--- src/rtl/dmem_port_arbiter_pkg.sv ---
// Shared definitions for the data-memory port arbiter: FSM state codes,
// owner codes and the width of the loader aging counter.
package dmem_port_arbiter_pkg;

  typedef enum logic [1:0] {
    S_ARB_IDLE   = 2'b00,
    S_ARB_ACCESS = 2'b01,
    S_ARB_RESP   = 2'b10
  } arb_state_e;

  localparam logic [1:0] OWN_NONE = 2'b00;
  localparam logic [1:0] OWN_CPU  = 2'b01;
  localparam logic [1:0] OWN_LDR  = 2'b10;

  // starve counter saturates at 7, so STARVE_LIMIT must stay within 1..7
  localparam int STARVE_CNT_W = 3;

endpackage

--- src/rtl/dmem_port_arbiter_age_counter.sv ---
// Loader aging counter: counts arbitrations the loader lost to the CPU,
// saturates at all-ones, and flags when the loader is owed the next grant.
module arb_age_counter
  import dmem_port_arbiter_pkg::*;
#(
  parameter int LIMIT = 4
) (
  input  logic clk,
  input  logic reset_cycle,
  input  logic inc_i,
  input  logic clr_i,
  output logic ge_limit_o
);

  localparam logic [STARVE_CNT_W-1:0] LIMIT_C = STARVE_CNT_W'(LIMIT);

  logic [STARVE_CNT_W-1:0] cnt_q, cnt_d;

  // clear wins over increment; increment stops at the saturation value
  always_comb begin
    cnt_d = cnt_q;
    if (clr_i)
      cnt_d = '0;
    else if (inc_i && (cnt_q != '1))
      cnt_d = cnt_q + 1'b1;
  end

  // counter register, cleared asynchronously
  always_ff @(posedge clk or posedge reset_cycle) begin
    if (reset_cycle) cnt_q <= '0;
    else             cnt_q <= cnt_d;
  end

  assign ge_limit_o = (cnt_q >= LIMIT_C);

endmodule

--- src/rtl/dmem_port_arbiter.sv ---
// Two-requester arbiter for the single-port data memory. CPU has fixed
// priority; the loader is aged so it wins after STARVE_LIMIT lost rounds.
// Each access runs IDLE -> ACCESS -> RESP; all memory-side outputs are
// registered, so requests never reach mem_* combinationally.
module dmem_port_arbiter
  import dmem_port_arbiter_pkg::*;
#(
  parameter int ADDR_W       = 8,
  parameter int DATA_W       = 8,
  parameter int STARVE_LIMIT = 4
) (
  input  logic              clk,
  input  logic              reset_cycle,
  input  logic              cpu_req,
  input  logic              cpu_we,
  input  logic [ADDR_W-1:0] cpu_addr,
  input  logic [DATA_W-1:0] cpu_wdata,
  output logic [DATA_W-1:0] cpu_rdata,
  output logic              cpu_ack,
  input  logic              ldr_req,
  input  logic              ldr_we,
  input  logic [ADDR_W-1:0] ldr_addr,
  input  logic [DATA_W-1:0] ldr_wdata,
  output logic [DATA_W-1:0] ldr_rdata,
  output logic              ldr_ack,
  output logic              mem_en,
  output logic              mem_we,
  output logic [ADDR_W-1:0] mem_addr,
  output logic [DATA_W-1:0] mem_wdata,
  input  logic [DATA_W-1:0] mem_rdata,
  output logic [1:0]        owner
);

  arb_state_e        state_q, state_d;
  logic              mem_en_q, mem_en_d;
  logic              mem_we_q, mem_we_d;
  logic [ADDR_W-1:0] mem_addr_q, mem_addr_d;
  logic [DATA_W-1:0] mem_wdata_q, mem_wdata_d;
  logic [1:0]        owner_q, owner_d;
  logic              is_wr_q, is_wr_d;
  logic              cpu_ack_q, cpu_ack_d;
  logic              ldr_ack_q, ldr_ack_d;
  logic [DATA_W-1:0] cpu_rdata_q, cpu_rdata_d;
  logic [DATA_W-1:0] ldr_rdata_q, ldr_rdata_d;
  logic              age_inc, age_clr, age_ge;
  logic              pick_ldr;

  arb_age_counter #(.LIMIT(STARVE_LIMIT)) u_age (
    .clk        (clk),
    .reset_cycle(reset_cycle),
    .inc_i      (age_inc),
    .clr_i      (age_clr),
    .ge_limit_o (age_ge)
  );

  // loader wins when alone, or when it has been passed over often enough
  assign pick_ldr = ldr_req & (~cpu_req | age_ge);

  // next-state, grant mux and response capture
  always_comb begin
    state_d     = state_q;
    mem_en_d    = 1'b0;
    mem_we_d    = 1'b0;
    mem_addr_d  = mem_addr_q;
    mem_wdata_d = mem_wdata_q;
    owner_d     = owner_q;
    is_wr_d     = is_wr_q;
    cpu_ack_d   = 1'b0;
    ldr_ack_d   = 1'b0;
    cpu_rdata_d = cpu_rdata_q;
    ldr_rdata_d = ldr_rdata_q;
    age_inc     = 1'b0;
    age_clr     = 1'b0;
    case (state_q)
      S_ARB_IDLE: begin
        owner_d = OWN_NONE;
        age_clr = ~ldr_req;
        if (cpu_req | ldr_req) begin
          state_d  = S_ARB_ACCESS;
          mem_en_d = 1'b1;
          if (pick_ldr) begin
            mem_we_d    = ldr_we;
            mem_addr_d  = ldr_addr;
            mem_wdata_d = ldr_wdata;
            is_wr_d     = ldr_we;
            owner_d     = OWN_LDR;
            age_clr     = 1'b1;
          end else begin
            mem_we_d    = cpu_we;
            mem_addr_d  = cpu_addr;
            mem_wdata_d = cpu_wdata;
            is_wr_d     = cpu_we;
            owner_d     = OWN_CPU;
            age_inc     = ldr_req;
          end
        end
      end
      S_ARB_ACCESS: begin
        // memory samples the access at this edge; ack shows during RESP
        state_d   = S_ARB_RESP;
        cpu_ack_d = (owner_q == OWN_CPU);
        ldr_ack_d = (owner_q == OWN_LDR);
      end
      S_ARB_RESP: begin
        state_d = S_ARB_IDLE;
        owner_d = OWN_NONE;
        if (!is_wr_q) begin
          if (cpu_ack_q) cpu_rdata_d = mem_rdata;
          if (ldr_ack_q) ldr_rdata_d = mem_rdata;
        end
      end
      default: begin
        state_d = S_ARB_IDLE;
        owner_d = OWN_NONE;
      end
    endcase
  end

  // state and output registers; async reset aborts any access in flight
  always_ff @(posedge clk or posedge reset_cycle) begin
    if (reset_cycle) begin
      state_q     <= S_ARB_IDLE;
      mem_en_q    <= 1'b0;
      mem_we_q    <= 1'b0;
      mem_addr_q  <= '0;
      mem_wdata_q <= '0;
      owner_q     <= OWN_NONE;
      is_wr_q     <= 1'b0;
      cpu_ack_q   <= 1'b0;
      ldr_ack_q   <= 1'b0;
      cpu_rdata_q <= '0;
      ldr_rdata_q <= '0;
    end else begin
      state_q     <= state_d;
      mem_en_q    <= mem_en_d;
      mem_we_q    <= mem_we_d;
      mem_addr_q  <= mem_addr_d;
      mem_wdata_q <= mem_wdata_d;
      owner_q     <= owner_d;
      is_wr_q     <= is_wr_d;
      cpu_ack_q   <= cpu_ack_d;
      ldr_ack_q   <= ldr_ack_d;
      cpu_rdata_q <= cpu_rdata_d;
      ldr_rdata_q <= ldr_rdata_d;
    end
  end

  assign mem_en    = mem_en_q;
  assign mem_we    = mem_we_q;
  assign mem_addr  = mem_addr_q;
  assign mem_wdata = mem_wdata_q;
  assign owner     = owner_q;
  assign cpu_ack   = cpu_ack_q;
  assign ldr_ack   = ldr_ack_q;
  // memory read data arrives in the ack cycle; forward it so rdata is
  // valid with ack, then hold the captured copy afterwards
  assign cpu_rdata = (cpu_ack_q & ~is_wr_q) ? mem_rdata : cpu_rdata_q;
  assign ldr_rdata = (ldr_ack_q & ~is_wr_q) ? mem_rdata : ldr_rdata_q;

endmodule

--- config.mk ---
export PLATFORM = sky130hd
export DESIGN_NAME = dmem_port_arbiter
export DESIGN_NICKNAME = d
export VERILOG_FILES = /design/src/rtl/dmem_port_arbiter_pkg.sv /design/src/rtl/dmem_port_arbiter_age_counter.sv /design/src/rtl/dmem_port_arbiter.sv
export SDC_FILE = /design/constraint.sdc
export NUM_CORES = 1
export LEC_CHECK = 0
export ABC_AREA = 1
export ABC_CLOCK_PERIOD_IN_PS = 1260
export CAP_MARGIN = 20
export CORE_MARGIN = 1.5
export CORE_UTILIZATION = 40
export DETAILED_ROUTE_END_ITERATION = 10
export GPL_TIMING_DRIVEN = 0
export PLACE_DENSITY = 0.8
export SYNTH_ARGS = -nofsm -noshare
export SYNTH_HDL_FRONTEND = slang
export SYNTH_SLANG_ARGS = --single-unit
--- constraint.sdc ---
create_clock -name clk -period 1.26 [get_ports clk]
set_input_delay 0.189 -clock clk [delete_from_list [all_inputs] [get_ports clk]]
set_output_delay 0.189 -clock clk [all_outputs]
set_load 0.05 [all_outputs]
# == Word-level counts from Yosys, hierarchy flattened ==
# Index checks and enable logic that the tools add are counted.
# totals
regBits,44
inputBits,46
output_inout_bits,38
word_cells,58
# classes
add_sub_neg,1
magnitude_cmp,1
eq_ne,6
mux,24
bitwise,8
reduce_logical,6
# op_table
op,count
8-bit two-way mux,4
1-bit two-way mux,13
2-bit case mux with 2 select lines,2
2-bit two-way mux,3
3-bit two-way mux,2
3-bit AND reduction,2
"2-bit by 1-bit == test with 1-bit output, second input constant",2
"2-bit == test, second input constant",2
"3-bit by 1-bit adder with 3-bit output, second input constant",1
1-bit AND,3
"3-bit greater-or-equal comparator, second input constant",1
"3-bit inequality test, second input constant",1
1-bit NOT,3
2-bit logical NOT,1
"2-bit inequality test, second input constant",1
1-bit bitwise OR,2
2-bit AND reduction,1
2-bit nonzero test,1
1-bit logical AND,1

# == Logic depth before layout (Yosys ltp) ==
# Gate-level depths: netlist of run 1.
# logic_depth
depth_word,9
mapped_depth,7
depth_no_buf,7

# == By module ==
# Synthesis of run 1 repeated with hierarchy kept, for this count alone.
# unflattened
cells_unflattened,301
area_unflattened_um2,2329.7
# by_module_without_submodules
module,n_inst,cells_per_inst,area_each_um2,seq_area_each_um2
dmem_port_arbiter,1,277,2130.8,1026.0
arb_age_counter,1,24,198.9,75.1

# == Worst setup path before layout of run 1 ==
# OpenSTA, ideal clock, no wires.
# synth_timing
path_kind,register -> output
startpoint,"register cpu_ack_q, in the netlist cpu_ack"
endpoint,output cpu_rdata[0]
t_arrival_ps,2158
required_time_ps,1071
slack_ps,-1087
stages_incl_launch_ff,4
n_path_buf,1
cell_sequence,dfrtp_1 nand2_1 buf_2 o21ai_0
# synth_between
elab_chain_len,2
# synth_rtl
element,line_no,source
from (decl),dmem_port_arbiter.sv:41,"logic cpu_ack_q, cpu_ack_d;"
from (signal assigned),dmem_port_arbiter.sv:141,cpu_ack_q <= cpu_ack_d;
1-bit AND,dmem_port_arbiter.sv:157,assign cpu_rdata = (cpu_ack_q & ~is_wr_q) ? mem_rdata : cpu_rdata_q;
8-bit two-way mux,dmem_port_arbiter.sv:157,
to (decl),dmem_port_arbiter.sv:18,"output logic [DATA_W-1:0] cpu_rdata,"
# No other way between the ends.

# == Worst setup path after layout of run 1 ==
# layout_timing
startpoint,register is_wr_q
endpoint,output ldr_rdata[2]
# layout_between
elab_chain_len,3
# layout_rtl
element,line_no,source
from (decl),dmem_port_arbiter.sv:40,"logic is_wr_q, is_wr_d;"
from (signal assigned),dmem_port_arbiter.sv:140,is_wr_q <= is_wr_d;
1-bit NOT (no source line),--,
1-bit AND,dmem_port_arbiter.sv:158,assign ldr_rdata = (ldr_ack_q & ~is_wr_q) ? mem_rdata : ldr_rdata_q;
8-bit two-way mux,dmem_port_arbiter.sv:158,
to (decl),dmem_port_arbiter.sv:24,"output logic [DATA_W-1:0] ldr_rdata,"
# No other way between the ends.

==> results of run 1 <==
## cell usage after synthesis (3+ instances only)
cell type / number
nand2_1: 90
buf_2: 3
inv_1: 57
o21ai_0: 20
o21ai_2: 8
nand3_1: 35
o21ai_1: 8
nor2_1: 6
dfrtp_1: 44
buf_6: 5
## kinds of logic (layout without fill, tap and decap cells)
| family | Yosys count | count (layout) |
|---|---|---|
| AND/OR/NAND/NOR | 140 | 140 |
| buffers and inverters | 69 | 177 |
| flip-flops | 44 | 44 |
| AO/OA/AOI/OAI | 37 | 37 |
| adder cells (fa/ha/maj) | 2 | 2 |
## worst min-delay path: stages
cell             delay (ps)
clkdlybuf4s50_1         410
inv_2                    70
buf_12                  230
## power breakdown
group | total (mW) | switching, mW | internal, mW
clock | 1.07 | 0.485 | 0.589
combinational | 6.53 | 4.14 | 2.39
sequential | 2.53 | 0.460 | 2.07
total | 10.1 | 5.09 | 5.05
## layer usage
metal / global-route usage (%) / part of all wire [%] / vias to the layer above
met3: 4.07 / 5.0 / 11
met2: 36.3 / 53 / 78
met4: 5.89 / 1.7 / 0
met5: 0 / 0 / -
met1: 22.7 / 40 / 1032
li1: - / - / 1110
## layout make-up
cell class / instances / area [µm²] / area share [%]
well taps: 72 / 90.1 / 2.36
plain buffers: 11 / 135 / 3.55
multi-input cells: 179 / 1130 / 29.6
clock inverters: 2 / 35.0 / 0.920
flip-flops and latches: 44 / 1100 / 29.0
clock buffers: 6 / 72.6 / 1.90
repair buffers: 100 / 1030 / 27.0
inverters: 58 / 220 / 5.78
## final timing paths
check / to / slack [ps]
max: ldr_rdata[2] / -330
min: ldr_rdata_q[7] / 230
max reg2reg: ldr_rdata_q[7] / -60
min reg2reg: ldr_ack / 440
max in group asynchronous: cpu_ack / 810
min in group clk: ldr_ack / 440
## placed cells by master, fill, tap and decap left out, types with 2 or more instances in the layout
master,instances
nand2_4,6
inv_1,54
clkdlybuf4s18_2,2
clkbuf_8,5
buf_12,3
nor3_1,2
o21ai_4,16
buf_2,8
nand3_1,35
o21ai_2,11
buf_6,20
o21ai_1,7
buf_8,2
nand2_1,72
dfrtp_2,2
buf_4,15
nor2_1,6
clkdlybuf4s50_1,45
clkdlybuf4s15_2,13
clkbuf_16,2
o21ai_0,2
inv_2,3
nand2_2,15
dfrtp_1,42
## registers in the layout (all words and copies together) (netlist names), 2 cells and up
register / cells
ldr_rdata_q: 8
owner: 2
u_age.cnt_q: 3
state_q: 2
cpu_rdata_q: 8
mem_wdata: 8
mem_addr: 8
## metrics by stage
step,util (%),std cells
finish,69.2,472
global route,69.2,472
CTS,67.0,464
detailed placement,62.3,448
global placement,61.9,447
floorplan,-,292
## what timing repair did
item / CTS / global route
gates resized for setup: 199 / 29
gates cloned: 1 / 2
hold buffers: 0 / 0
pin swaps: 4 / 7
setup endpoints to repair: 45 / 53
setup buffers: 7 / 6
==> flow_summary.ini, run 1 <==
[place]
post-place-ws_ps = -787
dpl-instance-area_um2 = 3430
placement.io_buffers = 83
dpl.hpwl_um = 4110
routabilityCongestion = 0.769

[clocking]
cts_max_level = 2
clock_tree.buffer_depth = 2
ctsRootBufferMaster = clkbuf_8
tritoncts = done
clk_latency_worst_skew_pair_ps = 290
cts_buf_count = 5
clk_pin_slew_worst_paths_ps = 90
cts_num_sinks = 44

[route]
detailedRoute.firstPassIterationCount = 4
first_iter_violations = 97
drtAntennaViolNets = 0
drt-vias-per-instance = 4.73
routed-via-count = 2231
drt_drc_violations_left = 0
post_drt_wl_per_cell_um = 13.3
drt-total-wl_um = 6260

[finish]
syn_to_final_growth_pct = 67.9
fillerInstances = 437
post-route-cell-area_um2 = 3810
finish.net_count = 447
drive_gt1_share_pct = 33.3
num_antenna_cells = 0

[worst_setup_path]
crit_slowest_cell = dfrtp_1
crit_path_cell_trace = inv_2, nand2_4, buf_4, nand2_2, o21ai_4, buf_6
cp.arrival_ps = 1400
worstReg2RegStart = is_wr_q
worstPathMaxFanout = 4
crit_path_end_kind = output pin
critical_path_class = reg2out
worst_setup_path_start_kind = flip-flop
setup.worst_path.start = is_wr_q
worstSetupPathDepth = 6
worst_path_dominant_cell_family = buffers and inverters
required_ps = 1070
timing.critical_path.buf_inv = 3
cpPeakStageDelay_ps = 400
ff2ff_path_depth = 7

[pwr]
power.density_nw_per_um2 = 2660
max_rail_drop_vdd_uv = 1740
leakagePower_nw = 1.98
total_power_mw = 10.1

[floorplanning]
die_area_um2 = 6130
start_util_pct = 41.2
die_width_um = 78.3
fp-row-count = 27
core_region_area_um2 = 5510
dieHeight_um = 78.3
num_io_pins = 84

[synth]
flip_flop_and_latch_count_after_synthesis = 44
synth_xor_area_share_pct = 0
edff_count_synth = 0
synth_top_family_by_area = simple AND/OR/NAND/NOR gates
synth_largest_type_area_fraction_pct = 48.5
synth_largest_area_cell = dfrtp_1
post_synth_fa_ha_maj_area_fraction_pct = 1.10
mappedNetlistNets = 340
synth.mux.area_fraction_pct = 0
synth_compound_gate_area_share_pct = 9.81
synth_async_sr_flop_share_pct = 100
netlist_top_cells_area = dfrtp_1 (49%), nand2_1 (15%), inv_1 (9.4%), nand3_1 (7.7%), o21ai_0 (4.4%)
synth.avg_cell_area_um2 = 7.77
postSynth.topFlopCell = dfrtp_1
synth_cells = 292
synth-seq-area-share_pct = 48.5
ys.warnings.count = 0
synth_simple_gate_area_share_pct = 26.5
synth.lib_cells_used.distinct = 20
total_standard_cell_area_after_synthesis_um2 = 2270

[global_route]
number_of_antenna_violations_at_the_first_check_in_global_routing = 0
grt-ovfl-total = 0
number_of_global_route_vias_before_repair = 2144
grt_start_max_net_pins = 45
track_usage_pct = 19.6
grt_first_pass_wirelength_um = 9550

[timing]
unrepaired_setup_endpoints_after_global_routing = true
tns_ps = -5400
min_period_ps = 1590
clock-skew-final_ps = 9.98
max_slew_headroom_pct = 77.6
period_utilization_post_route_pct = 126
finalMaxSlewViolations = 0
max_slew.worst_pin.slew_ps = 336
report.final.setup_viol = 29
timing.final.hold_violations = 0
hold_ws_ps = 232
postLayoutSetupSlackWorst_ps = -330
fmax_mhz = 629

[outcome]
failing_checks = setup timing
run_status = finished, violations left

[min_path]
holdCritPathClass = in2async

[job]
drv.max_cap_violation_count = 0
No activity file was read; power rests on OpenSTA's default activity.
==> run 2: changes to the inputs <==
- RECOVER_POWER: not set -> 50
==> run 2 against run 1 <==
  * The flow still finishes with violations (setup timing)
  * Sequential share of layout area up 0.095 points
  * Clock skew down 0.84 ps
  * Clock power about the same
  * Routed wire length up 0.21%
  * First-iteration DRC count up 1.0%
  * Via count up 0.13%
  * Sequential power about the same
  * Fmax about the same
  * Worst setup slack better by 0.74 ps
  * Count of clock-buffer cells in the layout unchanged
  * Non-clock buffer count unchanged
==> flow_summary.ini, run 2 (synthesis gave the netlist of run 1 again) <==
[timing]
report.final.setup_viol = 31
timing.final.hold_violations = 0
period_utilization_post_route_pct = 126
min_period_ps = 1590
max_slew.worst_pin.slew_ps = 602
postLayoutSetupSlackWorst_ps = -329
unrepaired_setup_endpoints_after_global_routing = true
clock-skew-final_ps = 9.13
tns_ps = -5380
fmax_mhz = 629
max_slew_headroom_pct = 59.8
finalMaxSlewViolations = 0

[worst_setup_path]
worstPathMaxFanout = 4
worstReg2RegStart = is_wr_q
cpPeakStageDelay_ps = 400
ff2ff_path_depth = 7
crit_path_cell_trace = inv_2, nand2_4, buf_4, nand2_2, o21ai_4, buf_6
worst_setup_path_start_kind = flip-flop
critical_path_class = reg2out
r2r_slack_ps = -70
cp.arrival_ps = 1400
crit_path_end_kind = output pin
crit_slowest_cell = dfrtp_1
worstReg2RegEnd = ldr_rdata_q[7]
required_ps = 1070

[clocking]
cts_buf_count = 5
cts_num_sinks = 44
ctsRootBufferMaster = clkbuf_8
tritoncts = done
cts_max_level = 2
clk_pin_slew_worst_paths_ps = 90
cts_hold_fix_bufs = 0
clk_latency_worst_skew_pair_ps = 290
clock_tree.buffer_depth = 2

[route]
detailedRoute.firstPassIterationCount = 4
drtAntennaViolNets = 0
routed-via-count = 2234
drt-vias-per-instance = 4.73
met3WireLength_um = 309
first_iter_violations = 98
drt-total-wl_um = 6270
drt-met1-wl_um = 2500
post_drt_wl_per_cell_um = 13.3
drt_drc_violations_left = 0
route.top_layer_used = met4
met2_wl_um = 3360

[finish]
syn_to_final_growth_pct = 67.3
drive_gt1_share_pct = 33.0
final_core_util_pct = 69.0
fillerInstances = 439
finish.net_count = 447
num_antenna_cells = 0
most_frequent_standard_cell_in_the_layout_excluding_fill_and_tap_cells = nand2_1
layout.cells.most_common_list = nand2_1 (72), inv_1 (54), clkdlybuf4s50_1 (44), dfrtp_1 (42), nand3_1 (35)

[floorplanning]
dieHeight_um = 78.3
start_util_pct = 41.2
core_region_area_um2 = 5510
num_io_pins = 84
fp-row-count = 27
die_area_um2 = 6130
die_width_um = 78.3

[global_route]
grt-ovfl-total = 0
number_of_global_route_vias_before_repair = 2144
grt_first_pass_wirelength_um = 9550
track_usage_pct = 19.6
grt_start_max_net_pins = 45
number_of_antenna_violations_at_the_first_check_in_global_routing = 0

[place]
dpl.hpwl_um = 4110
routabilityCongestion = 0.769
placement.io_buffers = 83

[pwr]
total_power_mw = 10.1
max_rail_drop_vdd_uv = 1740
leakagePower_nw = 1.97
power.density_nw_per_um2 = 2670

[min_path]
holdCritStartpoint = owner[0]
holdCritPathClass = reg2reg
holdPathStages = 1
min_delay_worst_endpoint = ldr_ack

[job]
drv.max_cap_violation_count = 0

[outcome]
failing_checks = setup timing
run_status = finished, violations left
==> run 2: cell count changes in the layout (fill, tap and decap cells not counted) <==
cell | previous run | this run
buf_12 | 3 | 2
clkbuf_4 | 0 | 1
clkdlybuf4s50_1 | 45 | 44
clkinv_1 | 0 | 1
dlygate4sd3_1 | 0 | 1
inv_2 | 3 | 2
==> run 2: worst max-delay path: cells and delay by family, from the launching register on <==
kind                   cells  cell delay (ps)
AO/OA/AOI/OAI              1               60
buffers and inverters      3              450
AND/OR/NAND/NOR            2              190
flip-flops                 1              400
==> run 2: how the worst max path moves through the flow <==
stage | to | start | slack [ps]
floorplan | cpu_rdata[0] | cpu_ack | -90
global placement | cpu_ack | reset_cycle | -970
detailed placement | cpu_rdata[0] | is_wr_q | -790
CTS | cpu_rdata[0] | is_wr_q | -320
global route | ldr_rdata[2] | is_wr_q | -380
finish | ldr_rdata[2] | is_wr_q | -330
==> run 2: where the power goes <==
group	total [mW]	leakage (nW)	internal (mW)	switching, mW
clock	1.08	0.0552	0.589	0.487
combinational	6.53	1.41	2.38	4.15
sequential	2.53	0.509	2.07	0.459
==> run 2: what timing repair did <==
action	4_1_cts	5_1_grt
resized for setup	199	29
buffers inserted	7	6
endpoints found under the setup margin	45	53
pin swaps	4	7
cloned	1	2
==> run 2: routing by layer <==
| layer | global-route usage [%] | up-vias |
|---|---|---|
| met2 | 36.3 | 78 |
| met4 | 5.89 | 0 |
| met5 | 0 | - |
| li1 | - | 1112 |
| met1 | 22.7 | 1033 |
| met3 | 4.07 | 11 |
==> run 2: cell type report <==
type / instances / area [µm²] / share of cell area (%)
plain buffers: 11 / 135 / 3.56
flip-flops and latches: 44 / 1100 / 29.1
clock buffers: 6 / 72.6 / 1.91
repair buffers: 100 / 1010 / 26.7
clock inverters: 2 / 35.0 / 0.923
multi-input cells: 179 / 1130 / 29.7
well taps: 72 / 90.1 / 2.37
inverters: 58 / 220 / 5.80
==> run 2: stage by stage <==
stage                     instance area, µm²  worst slack [ps]  hold WS (ps)  instances
after floorplan                         2490             -94.0           390        292
after global placement                  3410              -971           443        447
after detailed placement                3430              -787           453        448
after CTS                               3690              -320           247        464
after global routing                    3800              -384           467        472
final                                   3800              -329           445        472
